### src/rtl/mem_access_unit_pkg.sv
// ============================================================================
//  Module   : mem_access_unit_pkg
//  Purpose  : Shared widths, one-hot op indices and FSM encoding for the
//             memory-access stage (optional feature macro: MEM_MISALIGN_EN).
//  Revision : 1.0 - initial release
// ============================================================================
`default_nettype none

package mem_access_unit_pkg;

    localparam int XLEN        = 32;
    localparam int STRB_W      = XLEN / 8;
    localparam int STORE_WIDTH = 3;
    localparam int LOAD_WIDTH  = 5;
    localparam int PC_WIDTH    = 32;
    localparam int INSTR_WIDTH = 32;

    // One-hot bit positions: store {SW,SH,SB}, load {LHU,LBU,LW,LH,LB}
    localparam int SB  = 0;
    localparam int SH  = 1;
    localparam int SW  = 2;
    localparam int LB  = 0;
    localparam int LH  = 1;
    localparam int LW  = 2;
    localparam int LBU = 3;
    localparam int LHU = 4;

    typedef enum logic [1:0] {
        IDLE   = 2'd0,
        REQ    = 2'd1,
        WAIT_R = 2'd2,
        DONE   = 2'd3
    } mau_state_e;

endpackage : mem_access_unit_pkg

`default_nettype wire

### src/rtl/mem_lane_align.sv
// ============================================================================
//  Module   : mem_lane_align
//  Purpose  : Store lane replication/strobes and load lane select/extension.
//             Misalignment detection only exists when MEM_MISALIGN_EN is set.
//  Revision : 1.0 - initial release
// ============================================================================
`default_nettype none

module mem_lane_align
    import mem_access_unit_pkg::*;
(
    input  logic [STORE_WIDTH-1:0] store_op_i,
    input  logic [LOAD_WIDTH-1:0]  load_op_i,
    input  logic [1:0]             addr_lo_i,
    input  logic [XLEN-1:0]        rs2_data_i,
    input  logic [XLEN-1:0]        rdata_i,
    output logic [XLEN-1:0]        wdata_o,
    output logic [STRB_W-1:0]      wstrb_o,
    output logic [XLEN-1:0]        load_data_o,
    output logic                   misalign_o
);

    logic [7:0]  w_byte;
    logic [15:0] w_half;

    always_comb begin
        wdata_o = rs2_data_i;
        wstrb_o = '0;
        if (store_op_i[SB]) begin
            wdata_o = {4{rs2_data_i[7:0]}};
            wstrb_o = 4'b0001 << addr_lo_i;
        end else if (store_op_i[SH]) begin
            // Halfword lane comes from addr[1] only; addr[0] is ignored
            wdata_o = {2{rs2_data_i[15:0]}};
            wstrb_o = 4'b0011 << {addr_lo_i[1], 1'b0};
        end else if (store_op_i[SW]) begin
            wstrb_o = 4'b1111;
        end
    end

    always_comb begin
        case (addr_lo_i)
            2'd0:    w_byte = rdata_i[7:0];
            2'd1:    w_byte = rdata_i[15:8];
            2'd2:    w_byte = rdata_i[23:16];
            default: w_byte = rdata_i[31:24];
        endcase
        w_half = addr_lo_i[1] ? rdata_i[31:16] : rdata_i[15:0];

        load_data_o = rdata_i;
        if (load_op_i[LB]) begin
            load_data_o = {{24{w_byte[7]}}, w_byte};
        end else if (load_op_i[LBU]) begin
            load_data_o = {24'd0, w_byte};
        end else if (load_op_i[LH]) begin
            load_data_o = {{16{w_half[15]}}, w_half};
        end else if (load_op_i[LHU]) begin
            load_data_o = {16'd0, w_half};
        end
    end

`ifdef MEM_MISALIGN_EN
    assign misalign_o = ((load_op_i[LH] | load_op_i[LHU] | store_op_i[SH]) & addr_lo_i[0])
                      | ((load_op_i[LW] | store_op_i[SW]) & (|addr_lo_i));
`else
    assign misalign_o = 1'b0;
`endif

endmodule : mem_lane_align

`default_nettype wire

### src/rtl/mem_access_unit.sv
// ============================================================================
//  Module   : mem_access_unit
//  Purpose  : Memory stage: runs ED loads/stores over a req/gnt/rvalid port,
//             stalls the front end meanwhile (feature macro: MEM_MISALIGN_EN).
//  Revision : 1.0 - initial release
// ============================================================================
`default_nettype none

module mem_access_unit
    import mem_access_unit_pkg::*;
(
    input  logic                   clk_i,
    input  logic                   rst_n,
    input  logic [STORE_WIDTH-1:0] ED_store_op_i,
    input  logic [LOAD_WIDTH-1:0]  ED_load_op_i,
    input  logic [XLEN-1:0]        ED_valE_i,
    input  logic [XLEN-1:0]        ED_rs2_data_i,
    input  logic                   ED_commit_i,
    input  logic                   ED_need_dstE_i,
    input  logic [4:0]             ED_dstE_i,
    input  logic [PC_WIDTH-1:0]    ED_PC_i,
    input  logic [INSTR_WIDTH-1:0] ED_instr_i,
    output logic                   M_stall_o,
    output logic [XLEN-1:0]        M_result_o,
    output logic                   M_valid_o,
    output logic                   M_need_dstE_o,
    output logic [4:0]             M_dstE_o,
    output logic [PC_WIDTH-1:0]    M_PC_o,
    output logic [INSTR_WIDTH-1:0] M_instr_o,
    output logic                   M_misalign_o,
    output logic                   dmem_req_o,
    output logic                   dmem_we_o,
    output logic [XLEN-1:0]        dmem_addr_o,
    output logic [XLEN-1:0]        dmem_wdata_o,
    output logic [STRB_W-1:0]      dmem_wstrb_o,
    input  logic                   dmem_gnt_i,
    input  logic                   dmem_rvalid_i,
    input  logic [XLEN-1:0]        dmem_rdata_i
);

    mau_state_e      state_q, state_d;
    logic [XLEN-1:0] rdata_buf_q, rdata_buf_d;

    logic            w_is_store;
    logic            w_is_load;
    logic            w_mem_op;
    logic            w_lane_misalign;
    logic            w_misalign;
    logic            w_access;
    logic [XLEN-1:0] w_load_data;

    assign w_is_store = |ED_store_op_i;
    assign w_is_load  = |ED_load_op_i;
    assign w_mem_op   = ED_commit_i & (w_is_store | w_is_load);
    // A misaligned op never reaches the bus; it completes at once with a flag
    assign w_misalign = w_mem_op & w_lane_misalign;
    assign w_access   = w_mem_op & ~w_misalign;

    mem_lane_align u_lane_align (
        .store_op_i  (ED_store_op_i),
        .load_op_i   (ED_load_op_i),
        .addr_lo_i   (ED_valE_i[1:0]),
        .rs2_data_i  (ED_rs2_data_i),
        .rdata_i     (rdata_buf_q),
        .wdata_o     (dmem_wdata_o),
        .wstrb_o     (dmem_wstrb_o),
        .load_data_o (w_load_data),
        .misalign_o  (w_lane_misalign)
    );

    always_ff @(posedge clk_i or negedge rst_n) begin
        if (!rst_n) begin
            state_q     <= IDLE;
            rdata_buf_q <= '0;
        end else begin
            state_q     <= state_d;
            rdata_buf_q <= rdata_buf_d;
        end
    end

    always_comb begin
        state_d     = state_q;
        rdata_buf_d = rdata_buf_q;
        case (state_q)
            IDLE: begin
                if (w_access) begin
                    state_d = REQ;
                end
            end
            REQ: begin
                if (dmem_gnt_i) begin
                    state_d = w_is_store ? DONE : WAIT_R;
                end
            end
            WAIT_R: begin
                if (dmem_rvalid_i) begin
                    rdata_buf_d = dmem_rdata_i;
                    state_d     = DONE;
                end
            end
            DONE: begin
                state_d = IDLE;
            end
            default: begin
                state_d = IDLE;
            end
        endcase
    end

    assign dmem_req_o  = (state_q == REQ);
    assign dmem_we_o   = w_is_store;
    assign dmem_addr_o = {ED_valE_i[XLEN-1:2], 2'b00};

    assign M_stall_o    = w_access & (state_q != DONE);
    assign M_valid_o    = ED_commit_i & (~w_access | (state_q == DONE));
    assign M_misalign_o = w_misalign;
    assign M_result_o   = w_misalign ? '0 : (w_is_load ? w_load_data : ED_valE_i);

    assign M_need_dstE_o = ED_need_dstE_i;
    assign M_dstE_o      = ED_dstE_i;
    assign M_PC_o        = ED_PC_i;
    assign M_instr_o     = ED_instr_i;

endmodule : mem_access_unit

`default_nettype wire

### config.mk
export PLATFORM = sky130hd
export DESIGN_NAME = mem_access_unit
export DESIGN_NICKNAME = d
export VERILOG_FILES = /design/src/rtl/mem_access_unit_pkg.sv /design/src/rtl/mem_lane_align.sv /design/src/rtl/mem_access_unit.sv
export SDC_FILE = /design/constraint.sdc
export NUM_CORES = 1
export LEC_CHECK = 0
export CAP_MARGIN = 20
export CORE_AREA = 2 2 136 138
export CTS_CLUSTER_SIZE = 8
export DETAILED_ROUTE_END_ITERATION = 7
export DIE_AREA = 0 0 138 140
export DONT_BUFFER_PORTS = 1
export GPL_TIMING_DRIVEN = 0
export HOLD_SLACK_MARGIN = 0.1
export SLEW_MARGIN = 20
export SYNTH_ARGS = -nofsm -noshare
export SYNTH_HDL_FRONTEND = slang
export SYNTH_HIERARCHICAL = 1
export SYNTH_SLANG_ARGS = --single-unit
export TNS_END_PERCENT = 100
### constraint.sdc
create_clock -name clk_i -period 2.6 [get_ports clk_i]
set_input_delay 0.26 -clock clk_i [delete_from_list [all_inputs] [get_ports clk_i]]
set_output_delay 0.26 -clock clk_i [all_outputs]
set_load 0.02 [all_outputs]
After elaboration in Yosys (flattened, before gate mapping)
Cells that the tools add are included.
{"block": "totals", "register_bits": 34, "output_inout_bits": 175, "input_bits": 179, "elab_cells": 42}
{"block": "op_classes", "muxes": 17, "n_bitwise": 6, "n_reduce_logical": 6, "shift": 2, "eq_ne": 9}
{"operator": "$mux W32", "count": 7}
{"operator": "$pmux W8 S3", "count": 1}
{"operator": "$mux W16", "count": 1}
{"operator": "$mux W4", "count": 3}
{"operator": "$pmux W2 S4", "count": 1}
{"operator": "$eq A2 B2 Y1 const B", "count": 3}
{"operator": "$mux W2", "count": 3}
{"operator": "$ne A2 B2 Y1 const B", "count": 3}
{"operator": "$reduce_or A5 Y1", "count": 1}
{"operator": "$eq A2 B1 Y1 const B", "count": 2}
{"operator": "$logic_not A2 Y1", "count": 2}
{"operator": "$shl A1 B2 Y4 const A", "count": 1}
{"operator": "$shl A2 B2 Y4 const A", "count": 1}
{"operator": "$and A1 B1 Y1", "count": 3}
{"operator": "$reduce_and A3 Y1", "count": 1}
{"operator": "$reduce_or A3 Y1", "count": 1}
{"operator": "$ne A2 B1 Y1 const B", "count": 1}
{"operator": "$or A1 B1 Y1", "count": 2}
{"operator": "$reduce_and A2 Y1", "count": 1}
{"operator": "$mux W1", "count": 1}
{"operator": "$not A1 Y1", "count": 1}

Depth between registers and ports, before layout
{"block": "logic_depth", "depth_word": 6, "ltp_mapped": 7, "depth_no_buf": 6}

By module
The synthesis kept the hierarchy.
{"mod": "mem_access_unit", "area_each_um2": 2690.1, "cells_per_inst": 304, "instances": 1}
{"mod": "mem_lane_align", "area_each_um2": 1184.9, "cells_per_inst": 200, "instances": 1}

Least setup slack after synthesis
Ideal clock, no wire load.
{"block": "synth_path", "path_type": "input to output", "start": "input port ED_valE_i[0]", "end": "output port M_result_o[20]", "t_arrival_ps": 1798, "stages": 7, "setup_slack_ps": 542, "path_buffers": 2, "t_required_ps": 2340, "path_cell_list": "buf_6 mux2_2 a222oi_1 buf_6 nand2_1 nand2_1 a21oi_1"}
{"block": "synth_via", "elab_chain_cells": 4, "elab_cells_between_ends": 6, "cone_classes": "2 x eq/ne; 3 x mux; 1 x reduce/logical"}
{"item": "start: declaration", "line": "mem_access_unit.sv:16", "text": "input logic [XLEN-1:0] ED_valE_i,"}
{"item": "$eq A2 B2 Y1 (tied with other cells)", "line": "mem_lane_align.sv:42", "text": "case (addr_lo_i)"}
{"item": "$pmux W8 S3 *", "line": "mem_lane_align.sv:42"}
{"item": "$mux W32 *", "line": "mem_lane_align.sv:51", "text": "if (load_op_i[LB]) begin"}
{"item": "via w_load_data[20]", "line": "mem_access_unit.sv:50", "text": "logic [XLEN-1:0] w_load_data;"}
{"item": "$mux W32 *", "line": "mem_access_unit.sv:117", "text": "assign M_result_o = w_misalign ? '0 : (w_is_load ? w_load_data : ED_valE_i);"}
{"item": "end: declaration", "line": "mem_access_unit.sv:24", "text": "output logic [XLEN-1:0] M_result_o,"}
The timed path passes the listed nets; every way through them passes the cells marked *.

Worst setup path in the final report
{"block": "layout_path", "start": "input port ED_valE_i[1]", "end": "output port M_result_o[14]"}
{"block": "layout_via", "elab_chain_cells": 6, "elab_cells_between_ends": 10, "cone_classes": "2 x eq/ne; 7 x mux; 1 x reduce/logical"}
{"item": "$mux W16", "line": "mem_lane_align.sv:48", "text": "w_half = addr_lo_i[1] ? rdata_i[31:16] : rdata_i[15:0];"}
{"item": "$mux W32", "line": "mem_lane_align.sv:57", "text": "end else if (load_op_i[LHU]) begin"}
{"item": "$mux W32", "line": "mem_lane_align.sv:55", "text": "end else if (load_op_i[LH]) begin"}
{"item": "$mux W32", "line": "mem_lane_align.sv:53", "text": "end else if (load_op_i[LBU]) begin"}
{"item": "$mux W32 *", "line": "mem_lane_align.sv:51"}
{"item": "via w_load_data[14]", "line": "mem_access_unit.sv:50"}
{"item": "$mux W32 *", "line": "mem_access_unit.sv:117"}
Marks and branches as above.

==> summary.txt <==
GRT
  – All-layer global routing usage: 0.1453
  – GRT Residual Overflow: 0
  – Pin count of the biggest net entering global routing: 35
  – First-pass GRT wire length: 21370 um
  – Initial antenna violation count: 2
  – Vias in the first global route: 3193

Worst setup path
  – Critical Path End: M_result_o[14]
  – Worst setup path startpoint: ED_valE_i[1]
  – Crit start category: input port
  – Reg2Reg Setup Slack: 0.54 ns
  – R2R Path End: rdata_buf_q[19]
  – Worst r2r src: state_q[0]
  – Worst-path maximum fanout: 10
  – WS Path Type: in -> out
  – Reg2Reg Depth: 5
  – Critical Path End Type: primary output
  – Crit path DAT: 2.16 ns
  – Critical path required time: 2.34 ns

Synth
  – Post-synth top flop: dfrtp_1
  – Syn. warnings: 6
  – Netlist cell types: 40
  – EDFF count, synth: 0
  – Netlist Area Pre-Place: 0.003875 mm2
  – Cells after Synth: 504
  – Mapped Avg Cell Area: 7.688 um2
  – Post-synthesis sequential area ratio: 0.2196
  – Synth top cells by count: 123 x nand2_1, 111 x buf_4, 56 x mux2_2
  – Synth top area share: 0.2196
  – Post-synthesis async set-or-reset flop share: 1.000
  – Synth area leaders: dfrtp_1 22%, buf_4 22%, mux2_2 16%
  – Most frequent cell after synthesis: nand2_1
  – Area leader, netlist: dfrtp_1
  – #FFs+latches synth: 34

Timing
  – WHS: 0.1300 ns
  – Final worst path period share: 0.9304
  – Slew headroom: 0.3715
  – RSZ-0062 raised after global routing: no
  – Setup TNS: 0 ns
  – Final worst setup slack: 0.1808 ns
  – Count of pins over their slew limit: 0
  – Worst-Margin Slew: 0.9330 ns
  – Final setup viols: 0
  – Fmax: 413.4 MHz
  – Minimum clock period: 2.419 ns
  – Final hold vios: 0
  – Clock Skew: 0.001279 ns

Routing
  – Via density: 4.643
  – Post-route DRC: 0
  – DR iter-0 viols: 240
  – Final wirelength: 15240 um
  – Routed len/inst: 20.40 um
  – DRT Pass-1 Iters: 6
  – Via count: 3468
  – Routed Antenna Nets: 0

Clock network
  – CTS clock-pin slew for the worst setup and hold paths: 0.05 ns
  – Clk_lat worst skew: 0.28 ns
  – Root cell of the clock tree: clkbuf_16
  – TritonCTS clock tree: built
  – Longest Clk Path Bufs: 2
  – Cts bufs inserted: 5
  – H-tree depth: 2
  – CTS Sinks: 34

Finish
  – Layout cell share with drive strength beyond 1: 0.3915
  – Finished Layout Cells: 747
  – Multi-input gate area: 0.002014 mm2
  – Fill count: 1930
  – Cell area after layout: 0.004378 mm2
  – Synthesis-to-layout area growth: 12.98%
  – Nets: 699
  – Final Util: 0.2462
  – Register area: 850.8 um2

Power
  – Maximum vdd drop: 0.0002825 V
  – Final Total Pwr: 3.566 mW
  – P_leak: 2.004 nW
  – Power Density: 814.5 mW/mm2

Placed design
  – Post-placement cell area: 0.004165 mm2
  – IO buf count: 0
  – Post-DP HPWL: 13140 um
  – Gpl congestion: 0.8967
  – Place WS: 0.01401 ns
  – Placed cells: 734

Die
  – Core Area: 0.01778 mm2
  – DIE AREA: 0.01932 mm2
  – Die W: 138 um
  – FP Rows: 49
  – Die Ht: 140 um
  – Initial Utilization: 0.2179
  – I/O pin count: 354

Status
  – Status: completed

Run
  – Number of max-cap violations: 0

Hold path
  – Hold WC Path Type: in -> reg
-- layer usage --
| metal | part of all wire | GRT usage | vias to the layer above |
|---|---|---|---|
| li1 | - | - | 1606 |
| met1 | 0.44 | 0.2004 | 1639 |
| met2 | 0.47 | 0.2303 | 211 |
| met3 | 0.078 | 0.03726 | 12 |
| met4 | 0.012 | 0.02954 | 0 |
| met5 | 0 | 0 | - |
-- worst max-delay path, cell delays in order --
cell and delay (ns):
clkbuf_1 0.34, o21a_1 0.35, clkbuf_1 0.37, nand3_1 0.13
nand3_1 0.14, nand2_1 0.09, a21oi_1 0.47
-- area by class of cell --
cell class,instances,share of cell area
flip-flops and latches,34,0.1943
well taps,229,0.06545
repair buffers,3,0.008574
diodes,2,0.001143
multi-input cells,319,0.4601
plain buffers,137,0.2229
clock buffers,6,0.03172
clock inverters,2,0.002858
inverters,15,0.01286
-- registers in the layout (all words and copies together), names as in the netlist --
register     cells
rdata_buf_q     32
state_q          2
-- report_power, final --
part           switching [mW]  internal (mW)  leakage, nW
combinational            1.06          0.791         1.53
clock                   0.214          0.378       0.0729
sequential              0.313          0.807        0.403
total                    1.59           1.98         2.00
-- cell usage in the layout (no fill, tap or decap), types with 2 or more instances in the layout --
| cell type | netlist | routed |
|---|---|---|
| nand2_1 | 123 | 123 |
| buf_4 | 111 | 112 |
| mux2_2 | 56 | 56 |
| dfrtp_1 | 34 | 34 |
| a21oi_1 | 33 | 28 |
| nand3_1 | 24 | 24 |
| o21ai_0 | 18 | 18 |
| inv_1 | 15 | 15 |
| clkbuf_1 | 12 | 12 |
| o22ai_1 | 9 | 9 |
| mux2i_1 | 8 | 8 |
| a31oi_1 | 8 | 8 |
| buf_2 | 6 | 6 |
| a21oi_2 | 1 | 6 |
| buf_6 | 5 | 5 |
| ha_1 | 5 | 5 |
| clkbuf_16 | 0 | 5 |
| nor2_1 | 4 | 4 |
| buf_1 | 3 | 3 |
| conb_1 | 2 | 3 |
| diode_2 | 0 | 2 |
| nor2b_1 | 2 | 2 |
| a22oi_1 | 2 | 2 |
| mux2_4 | 2 | 2 |
| nand2b_1 | 2 | 2 |
| a31o_2 | 2 | 2 |
| o21ai_1 | 2 | 2 |
-- what timing repair did --
item,4_1_cts,5_1_grt
resized for setup,1,4
hold buffers,2,0
setup buffers,1,0
pin swaps,1,0
hold endpoints to repair,34,0
setup endpoints to repair,2,4
-- worst min-delay path by stage --
stage | cells after the start | endpoint | start | slack [ns]
finish | 1 | rdata_buf_q[25] | dmem_rdata_i[25] | 0.13
global route | 1 | rdata_buf_q[10] | dmem_rdata_i[10] | 0.12
CTS | 1 | rdata_buf_q[21] | dmem_rdata_i[21] | 0.12
floorplan | 0 | rdata_buf_q[0] | rst_n | -0.04
global placement | 0 | rdata_buf_q[26] | rst_n | -0.03
detailed placement | 0 | rdata_buf_q[22] | rst_n | -0.03
-- cell families (layout without fill, tap and decap cells) --
kind of cell	after synthesis	count (layout)	synth area share
DFF	34	34	0.2196
adders and majority gates	5	5	0.01614
and+or+nand+nor	162	162	0.1734
muxes	66	66	0.1912
other	2	5	0.001938
buffers and inverters	152	163	0.2664
AOI/OAI and AO/OA	83	83	0.1314
Note: power is estimated with default switching activity, not from simulation.
